==> src/rtl/ysyx_24100027_imm_enc.sv <==
// ysyx_24100027_imm_enc: two-stage RISC-V immediate encoder with valid/ready on both ports.
// S1 holds the raw request; S2 holds the packed instruction and its range/alignment error flag.
module ysyx_24100027_imm_enc (
    input  logic        clk,
    input  logic        rst,
    input  logic        in_valid,
    output logic        in_ready,
    input  logic [2:0]  in_extop,
    input  logic [31:0] in_imm,
    input  logic [31:0] in_base,
    output logic        out_valid,
    input  logic        out_ready,
    output logic [31:0] out_inst,
    output logic        out_err,
    output logic [15:0] enc_cnt,
    output logic [15:0] err_cnt
);
    localparam logic [2:0] EXT_I = 3'd0;
    localparam logic [2:0] EXT_U = 3'd1;
    localparam logic [2:0] EXT_S = 3'd2;
    localparam logic [2:0] EXT_B = 3'd3;
    localparam logic [2:0] EXT_J = 3'd4;

    function automatic logic [31:0] pack_imm(input logic [2:0]  extop,
                                             input logic [31:0] imm,
                                             input logic [31:0] base);
        logic [31:0] inst;
        case (extop)
            EXT_I:   inst = {imm[11:0], base[19:0]};
            EXT_U:   inst = {imm[31:12], base[11:0]};
            EXT_S:   inst = {imm[11:5], base[24:12], imm[4:0], base[6:0]};
            EXT_B:   inst = {imm[12], imm[10:5], base[24:12], imm[4:1], imm[11], base[6:0]};
            EXT_J:   inst = {imm[20], imm[10:1], imm[11], imm[19:12], base[11:0]};
            default: inst = base;
        endcase
        return inst;
    endfunction

    // An immediate is legal only if it survives truncation to its field width (and is even for branches/jumps).
    function automatic logic imm_err(input logic [2:0] extop, input logic [31:0] imm);
        logic err;
        case (extop)
            EXT_I, EXT_S: err = (imm != {{20{imm[11]}}, imm[11:0]});
            EXT_U:        err = (imm[11:0] != 12'h000);
            EXT_B:        err = imm[0] | (imm != {{19{imm[12]}}, imm[12:0]});
            EXT_J:        err = imm[0] | (imm != {{11{imm[20]}}, imm[20:0]});
            default:      err = 1'b1;
        endcase
        return err;
    endfunction

    logic        s1_valid_r;
    logic [2:0]  s1_extop_r;
    logic [31:0] s1_imm_r;
    logic [31:0] s1_base_r;
    logic        s2_valid_r;
    logic [31:0] s2_inst_r;
    logic        s2_err_r;
    logic [15:0] enc_cnt_r;
    logic [15:0] err_cnt_r;

    logic        in_ready_s;
    logic        in_hs_s;
    logic        out_hs_s;
    logic        s2_load_s;
    logic [31:0] enc_inst_s;
    logic        enc_err_s;

    // Handshake decode and encoding of the request currently held in S1.
    always_comb begin
        in_ready_s = 1'b0;
        in_hs_s    = 1'b0;
        out_hs_s   = 1'b0;
        s2_load_s  = 1'b0;
        enc_inst_s = 32'h0000_0000;
        enc_err_s  = 1'b0;
        in_ready_s = !s1_valid_r || (!s2_valid_r || out_ready);
        in_hs_s    = in_valid && in_ready_s;
        out_hs_s   = s2_valid_r && out_ready;
        s2_load_s  = s1_valid_r && (!s2_valid_r || out_ready);
        enc_inst_s = pack_imm(s1_extop_r, s1_imm_r, s1_base_r);
        enc_err_s  = imm_err(s1_extop_r, s1_imm_r);
    end

    // Pipeline stages; S2 holds its result while the consumer stalls.
    always_ff @(posedge clk) begin
        if (rst) begin
            s1_valid_r <= 1'b0;
            s1_extop_r <= 3'd0;
            s1_imm_r   <= 32'h0000_0000;
            s1_base_r  <= 32'h0000_0000;
            s2_valid_r <= 1'b0;
            s2_inst_r  <= 32'h0000_0000;
            s2_err_r   <= 1'b0;
        end else begin
            if (in_hs_s) begin
                s1_valid_r <= 1'b1;
                s1_extop_r <= in_extop;
                s1_imm_r   <= in_imm;
                s1_base_r  <= in_base;
            end else if (s2_load_s) begin
                s1_valid_r <= 1'b0;
            end
            if (s2_load_s) begin
                s2_valid_r <= 1'b1;
                s2_inst_r  <= enc_inst_s;
                s2_err_r   <= enc_err_s;
            end else if (out_ready) begin
                s2_valid_r <= 1'b0;
            end
        end
    end

    // Saturating output-handshake counters.
    always_ff @(posedge clk) begin
        if (rst) begin
            enc_cnt_r <= 16'h0000;
            err_cnt_r <= 16'h0000;
        end else begin
            if (out_hs_s && (enc_cnt_r != 16'hFFFF)) begin
                enc_cnt_r <= enc_cnt_r + 16'h0001;
            end
            if (out_hs_s && s2_err_r && (err_cnt_r != 16'hFFFF)) begin
                err_cnt_r <= err_cnt_r + 16'h0001;
            end
        end
    end

    assign in_ready  = in_ready_s;
    assign out_valid = s2_valid_r;
    assign out_inst  = s2_inst_r;
    assign out_err   = s2_err_r;
    assign enc_cnt   = enc_cnt_r;
    assign err_cnt   = err_cnt_r;

endmodule

==> config.mk <==
export PLATFORM = sky130hd
export DESIGN_NAME = ysyx_24100027_imm_enc
export DESIGN_NICKNAME = d
export VERILOG_FILES = /design/src/rtl/ysyx_24100027_imm_enc.sv
export SDC_FILE = /design/constraint.sdc
export NUM_CORES = 1
export LEC_CHECK = 0
export ABC_AREA = 1
export CAP_MARGIN = 20
export CORE_MARGIN = 2
export CORE_UTILIZATION = 45
export CTS_BUF_LIST = sky130_fd_sc_hd__clkbuf_4 sky130_fd_sc_hd__clkbuf_8 sky130_fd_sc_hd__clkbuf_16
export CTS_CLUSTER_DIAMETER = 50
export DETAILED_ROUTE_END_ITERATION = 7
export PLACE_DENSITY = 0.73
export REMOVE_ABC_BUFFERS = 1
export SYNTH_ARGS = -nofsm -noshare
export SYNTH_HDL_FRONTEND = slang
export SYNTH_SLANG_ARGS = --single-unit
==> constraint.sdc <==
create_clock -name clk -period 1.7 [get_ports clk]
set_input_delay 0.17 -clock clk [delete_from_list [all_inputs] [get_ports clk]]
set_output_delay 0.17 -clock clk [all_outputs]
set_load 0.01 [all_outputs]
==> After elaboration in Yosys (flattened, before gate mapping) <==
Index checks and enable logic that the tools add are counted.
{ "word_totals": {"reg_bits": 134, "latch_bits": 0, "mem_bits_rw": 0, "romBits": 0, "input_bits": 71, "output_inout_bits": 67, "wordCells": 43, "memories": 0} }
{ "classes": {"n_addsub": 2, "n_mul": 0, "n_div": 0, "order_cmp": 0, "n_eq_ne": 9, "shift": 0, "n_mux": 6, "bitwise": 2, "n_reduce_logical": 15} }
{ "op_table": {"columns": ["op", "n"], "rows": [
  ["$pmux 32 s5", 1],
  ["$add 16x1->16 const B", 2],
  ["$ne 16x16->1 const B", 2],
  ["$ne 20x20->1", 1],
  ["$ne 19x19->1", 1],
  ["$reduce_bool 12->1", 1],
  ["$ne 11x11->1", 1],
  ["$eq 3x2->1 const B", 2],
  ["$logic_and 1x1->1", 6],
  ["$mux 1", 4],
  ["$pmux 1 s4", 1],
  ["$reduce_bool 2->1", 2],
  ["$eq 3x1->1 const B", 1],
  ["$eq 3x3->1 const B", 1],
  ["$logic_not 3->1", 1],
  ["$logic_not 1->1", 2],
  ["$logic_or 1x1->1", 2],
  ["$or 1x1->1", 2],
  ["$reduce_or 2->1", 1]
]} }

==> Longest topological paths before layout <==
Gate-level depths: netlist (run 1).
{ "depth": {"ltp_word": 5, "depth_mapped": 11, "depth_no_buf": 11} }

==> Worst setup path after synthesis (run 1) <==
No wires, ideal clock.
{ "synth_timing": {"kind": "register -> register", "start": "register enc_cnt_r[0], in the netlist enc_cnt[0]", "end": "register enc_cnt_r[0], in the netlist enc_cnt[0]", "setup_ps": 128, "arrival_time_ps": 1519, "t_required_ps": 1572, "setup_slack_ps": 53, "stages_incl_launch_ff": 10, "path_buffers": 1, "period_less_slack_ps": 1647, "cell_sequence": "dfxtp_1 -> ha_1 -> nand3_1 -> nor2_1 -> nand3_1 -> nand2_1 -> inv_1 -> buf_2 -> o21ai_0 -> a21oi_1"} }
{ "synth_between": {"elab_chain_len": 2, "word_cells_on_any_way": 3, "cone_classes": "1 x add/sub; 1 x eq/ne; 1 x reduce/logical"} }
{ "synth_lines": {"columns": ["element", "line", "source"], "rows": [
  ["from (decl)", "59", "logic [15:0] enc_cnt_r;"],
  ["from (signal assigned)", "121", "enc_cnt_r <= enc_cnt_r + 16'h0001;"],
  ["parallel branches: the longest is 2 deep, another holds $add 16x1->16", null, null]
]} }
Parallel ways; which one is timed is not known.
A chain may end at the register's enable or synchronous reset.

==> Final worst setup path (run 1) <==
Same ends and word-level chain as after synthesis.

==> reports/results.ini, run 1 <==
[grt]
grt_pass1_wl_microns=27000
antenna_found_initial=0
grt_pass1_vias=5701
grt.total_usage_pct=23.1
grt_max_degree=40
overflow=0

[synth]
synth_seq_area_share_pct=43.5
syn_inst=881
synth_top_area_share_pct=43.5
yosysMostFrequentCell=nor2_1
synth.area.top_cells=dfxtp_1 43%, nor2_1 9.5%, nand2_1 8.9%
ys_top_cells_by_count=156 x nor2_1, 147 x nand2_1, 134 x dfxtp_1, 100 x o21ai_0, 84 x inv_1
synthAdderAreaFrac_pct=0.405
synth_xor_area_share_pct=1.70
yosysUniqueCellTypes=37
yosysTopAreaCell=dfxtp_1
synth_top_family_by_area=simple AND/OR/NAND/NOR gates
synth_edf_count=0
synthSimpleGateAreaFrac_pct=25.9
synth_warnings=0
synthFlopType=dfxtp_1
avgSynthCellArea_sq_um=7.01
synth_compound_area_share_pct=19.2
netlist_area_sq_um=6170
synthArstFlopShare_pct=0
synthMuxAreaShare_pct=0
synth-seq-cells=134

[clock_network]
cts_buffer_depth=2
cts_tree=built
clk_latency_ps=420
cts_root_buffer=clkbuf_16
cts-htree-levels=4
cts_sinks=134
clk_pin_slew_ps=60
numCtsBuffers=17

[setup_path]
criticalPathCategory=reg -> reg
path_common_cell=nand3_1
cp_max_fo=11
crit_family=simple AND/OR/NAND/NOR gates
critPathMaxStageDelay_ps=330
reg2reg_depth=8
crit_arrival_ps=1920
crit_required_ps=1990
reg2reg_from=enc_cnt[0]
cp-start-kind=flop
end_kind=flop
r2r_end=enc_cnt[0]
slowest_stage=dfxtp_1
cp_num_buf_inv=1
r2r_setup_slack_ps=60
cp_cell_sequence=ha_1, nand3_1, nor2_2, nand3_1, nand2_1, inv_1, o21ai_0, a21oi_1

[die]
die-area_sq_um=14700
ioPinCount=138
core-area_sq_um=13300
rows=42
die_y_microns=121
initial_core_util_pct=46.4
die_x_microns=121

[detailed_routing]
routed-wl-met2_microns=7610
wire_per_inst_microns=13.5
first_iter_violations=525
drc_errors=0
num_vias=6251
routed_wl_microns=16500
wl_met1_microns=7590
drt-pass1-iter-count=5
viasPerCell=5.11
routed.top_layer=met4
drtAntennaViolNets=0
wl_met3_microns=1040

[power]
pwr-share-seq_pct=40.6
powerDensity_nw_per_um2=987
p_leak_uw=0.00342
comb_power_share_pct=12.6
internal_power_uw=6440
pwr-share-clk_pct=46.8
netSwitchingPower_uw=2040
vdd_drop_max_uv=861
p_total_uw=8480
swShare_pct=24.1

[cells_and_area]
nFillCells=1178
syn2layout_area_growth_pct=39.2
multi_input_area_sq_um=2960
fin_util_pct=64.6
regArea_sq_um=2680
n_antenna_cell=0
nets=1108
drive_gt1_share_pct=9.26
fin_area_sq_um=8590

[timing]
worst_slew_pin_slew_ps=444
timing.final.crit_period_ps=1640
finalMaxSlewViolations=0
rsz0062_at_grt=true
slew_headroom_pct=70.2
hold_viol_final=0
setup_viol=0
finClkSkew_ps=9.37
fmax_ghz=0.612
fin_tns_setup_ps=0
fin_crit_sh_pct=96.2

[placement]
placed_cell_area_sq_um=7870
numPortBuffers=137
hpwl_microns=11800
gp_congestion=0.891

[status]
status=complete, no violations

[min_path]
holdPathStages=3
hold_end=s1_base_r[13]
holdCritPathClass=in -> reg
min_from=in_base[13]

[job]
cap_violations=0

logic make-up (layout without fill, tap and decap cells):
kind of cell | count (synthesis) | in the layout
fa+ha+maj | 2 | 2
simple gates | 383 | 383
compound gates | 218 | 218
flops | 134 | 134
xor+xnor | 12 | 12
buf+inv | 132 | 299
per-layer routing:
| metal | GRT usage [%] | vias to the layer above |
|---|---|---|
| met5 | 0 | - |
| met4 | 7.27 | 0 |
| met3 | 5.03 | 30 |
| met2 | 37.6 | 202 |
| met1 | 30.6 | 2817 |
| li1 | - | 3202 |
power by group through the flow:
stage / registers, uW / clock network, uW / logic [uW]
2_1_floorplan: 3510 / 0 / 494
5_1_grt: 3460 / 4170 / 1190
6_report: 3440 / 3970 / 1070
3_3_place_gp: 3510 / 0 / 1020
3_5_place_dp: 3500 / 0 / 1030
4_1_cts: 3440 / 4010 / 1050
through the flow:
| stage | instances | worst slack, ps | hold slack, ps |
|---|---|---|---|
| finish | 1224 | 64.9 | 374 |
| global route | 1224 | -80.7 | 386 |
| detailed placement | 1189 | -177 | 453 |
| CTS | 1221 | 22.5 | 362 |
| floorplan | 839 | -1810 | 239 |
| global placement | 1189 | -109 | 452 |
repair_timing:
| item | 4_1_cts | 5_1_grt |
|---|---|---|
| gates resized for setup | 1 | 13 |
| pin swaps | 0 | 3 |
| setup buffers | 0 | 3 |
| setup endpoints to repair | 12 | 42 |
| hold buffers | 0 | 0 |
area by class of cell:
cell class	count	area share, %
clock inverters	14	2.42
multi-input cells	615	34.5
clock buffers	18	5.04
well taps	176	2.56
flip-flops and latches	134	31.2
inverters	90	3.93
repair buffers	177	20.4
layout by cell type, fill, tap and decap left out, types with 4 or more instances in the layout:
master           count
nor3_1              13
clkinv_2             5
buf_4               34
nor2_1             152
nand3_1             42
clkbuf_16           17
o221ai_1             4
nand4_1              6
inv_1               84
buf_12               6
nor3_2               5
nor2_2               4
xor2_1               9
a21oi_1             82
dfxtp_1            134
o211ai_1            22
bufinv_16            5
nand2_1            145
clkdlybuf4s50_1    136
nand2_2              6
inv_2                5
o21ai_0             98
registers in the layout, summed over array words and instances, names as in the netlist:
register	flops
out_err	1
err_cnt	16
enc_cnt	16
s1_extop_r	3
out_inst	32
s1_base_r	32
s1_valid_r	1
s1_imm_r	32
out_valid	1
how the worst max path moves through the flow:
| stage | startpoint | endpoint | slack [ps] | cells past startpoint |
|---|---|---|---|---|
| 4_1_cts | s1_extop_r[1] | out_inst[9] | 20 | 10 |
| 2_1_floorplan | out_valid | s1_base_r[0] | -1810 | 5 |
| 3_3_place_gp | s1_extop_r[2] | out_inst[18] | -110 | 7 |
| 5_1_grt | enc_cnt[1] | enc_cnt[5] | -80 | 9 |
| 3_5_place_dp | s1_extop_r[2] | out_inst[9] | -180 | 7 |
| 6_report | enc_cnt[0] | enc_cnt[0] | 60 | 8 |
worst min-delay path, stage by stage:
cell	delay, ps
clkdlybuf4s50_1	390
o21ai_0	150
nor2_1	40
No activity file was read; power rests on OpenSTA's default activity.
==> run 2: changes to the inputs <==
--- a/config.mk
+++ b/config.mk
@@ -9,7 +9,7 @@
 export CAP_MARGIN = 20
 export CORE_MARGIN = 2
 export CORE_UTILIZATION = 45
-export CTS_BUF_LIST = sky130_fd_sc_hd__clkbuf_4 sky130_fd_sc_hd__clkbuf_8 sky130_fd_sc_hd__clkbuf_16
+export CTS_BUF_LIST = sky130_fd_sc_hd__clkbuf_8 sky130_fd_sc_hd__clkbuf_16
 export CTS_CLUSTER_DIAMETER = 50
 export DETAILED_ROUTE_END_ITERATION = 7
 export PLACE_DENSITY = 0.73
==> run 2 against run 1 <==
  * Non-clock buffer count unchanged
  * Routed wire length up 0.13%
  * Worst hold slack worse by 0.72 ps
  * Setup slack about the same
  * Die area unchanged
  * Register-to-register slack about the same
  * Combinational power about the same
  * Via count unchanged
==> reports/results.ini, run 2 (synthesized netlist as in run 1, its figures left out) <==
[status]
status=complete, no violations  ; unchanged

[timing]
slew_headroom_pct=71.7  ; was 70.2%
fin_crit_sh_pct=96.2  ; about the same
worst_slew_pin_slew_ps=421  ; was 444 ps
finalMaxSlewViolations=0  ; unchanged
setup_viol=0  ; unchanged
fin_tns_setup_ps=0  ; unchanged
fmax_ghz=0.612  ; about the same
finClkSkew_ps=9.35  ; was 9.37 ps
timing.final.crit_period_ps=1640  ; about the same
holdWs_ps=373  ; was 374 ps
rsz0062_at_grt=true  ; unchanged
hold_viol_final=0  ; unchanged

[grt]
grt_max_degree=40  ; unchanged
grt.total_usage_pct=23.1  ; unchanged
grt_pass1_vias=5701  ; unchanged
overflow=0  ; unchanged
grt_pass1_wl_microns=27000  ; unchanged
antenna_found_initial=0  ; unchanged

[detailed_routing]
wire_per_inst_microns=13.5  ; about the same
drc_errors=0  ; unchanged
drtAntennaViolNets=0  ; unchanged
first_iter_violations=505  ; was 525
viasPerCell=5.11  ; unchanged
routed_wl_microns=16500  ; about the same
num_vias=6251  ; unchanged
drt-pass1-iter-count=5  ; unchanged

[die]
core-area_sq_um=13300  ; unchanged
die_y_microns=121  ; unchanged
initial_core_util_pct=46.4  ; unchanged
die-area_sq_um=14700  ; unchanged
die_x_microns=121  ; unchanged
rows=42  ; unchanged
ioPinCount=138  ; unchanged

[cells_and_area]
final_common_cell=nor2_1  ; unchanged
nets=1108  ; unchanged
drive_gt1_share_pct=9.16  ; was 9.26%
syn2layout_area_growth_pct=39.1  ; was 39.2%
n_antenna_cell=0  ; unchanged
final_cell_mix=152 x nor2_1, 145 x nand2_1, 136 x clkdlybuf4s50_1  ; unchanged

[clock_network]
cts_tree=built  ; unchanged
cts_buffer_depth=2  ; unchanged
clk_latency_ps=420  ; about the same
clk_pin_slew_ps=60  ; about the same
cts_sinks=134  ; unchanged
numCtsBuffers=17  ; unchanged
cts-htree-levels=4  ; unchanged
cts_root_buffer=clkbuf_16  ; unchanged

[setup_path]
r2r_setup_slack_ps=60  ; about the same
criticalPathCategory=reg -> reg  ; unchanged
reg2reg_from=enc_cnt[0]  ; unchanged
crit_start=enc_cnt[0]  ; unchanged
cp-start-kind=flop  ; unchanged
crit_required_ps=1990  ; about the same
crit_arrival_ps=1920  ; about the same
cp_max_fo=11  ; unchanged
end_kind=flop  ; unchanged

[job]
cap_violations=0  ; unchanged

[placement]
gp_congestion=0.891  ; unchanged
hpwl_microns=11800  ; unchanged
numPortBuffers=137  ; unchanged

[power]
vdd_drop_max_uv=863  ; was 861 uV
powerDensity_nw_per_um2=985  ; was 987 nW/um^2
p_leak_uw=0.00342  ; about the same

[min_path]
min_from=in_base[13]  ; unchanged
holdCritPathClass=in -> reg  ; unchanged

run 2: changes by cell type in the layout (fill, tap and decap cells not counted), sizes merged:
cell,change
clkbuf,-1
inv,+1
run 2: layout make-up:
cell class	instances	area (sq um)
Fill cell	1180	4710
Multi-Input combinational cell	615	2960
Sequential cell	134	2680
Timing Repair Buffer	177	1750
Clock buffer	17	425
Inverter	90	338
Tap cell	176	220
Clock inverter	15	211
run 2: repair_timing:
action,4_1_cts,5_1_grt
pin swaps,0,3
hold buffers,0,0
setup endpoints to repair,12,42
gates resized for setup,1,13
setup buffers,0,3
run 2: final timing paths:
check             cells after the start             to
setup / recovery                      8     enc_cnt[0]
hold / removal                        3  s1_base_r[13]
hold reg to reg                       2   out_inst[31]
setup reg to reg                      8     enc_cnt[0]
run 2: routing by layer:
| layer | up-vias | wire length, microns | global-route usage [%] |
|---|---|---|---|
| met5 | - | 0 | 0 |
| met4 | 0 | 248 | 7.27 |
| met3 | 25 | 1010 | 5.03 |
| met2 | 213 | 7630 | 37.6 |
| met1 | 2813 | 7630 | 30.6 |
| li1 | 3200 | - | - |
run 2: critical path, cell delays in order, from the launching register on:
cell and delay [ps]:
dfxtp_1 330, ha_1 190, nand3_1 130, nor2_2 180, nand3_1 110, nand2_1 120
inv_1 190, o21ai_0 210, a21oi_1 50
run 2: stage by stage:
step	worst slack (ps)	power (uW)	instances	util, %	instance area [sq um]
floorplan	-1810	4000	839	-	5930
CTS	22.5	8470	1221	64.0	8510
global placement	-109	4530	1189	59.2	7870
finish	64.9	8460	1224	64.6	8590
global route	-80.7	8800	1224	64.6	8590
detailed placement	-177	4540	1189	59.2	7870
run 2: where the power goes:
part	total, uW	leakage, uW	switching, uW	internal, uW
logic	1070	0.00200	554	518
clock network	3950	0.000314	1360	2580
registers	3440	0.00110	125	3320
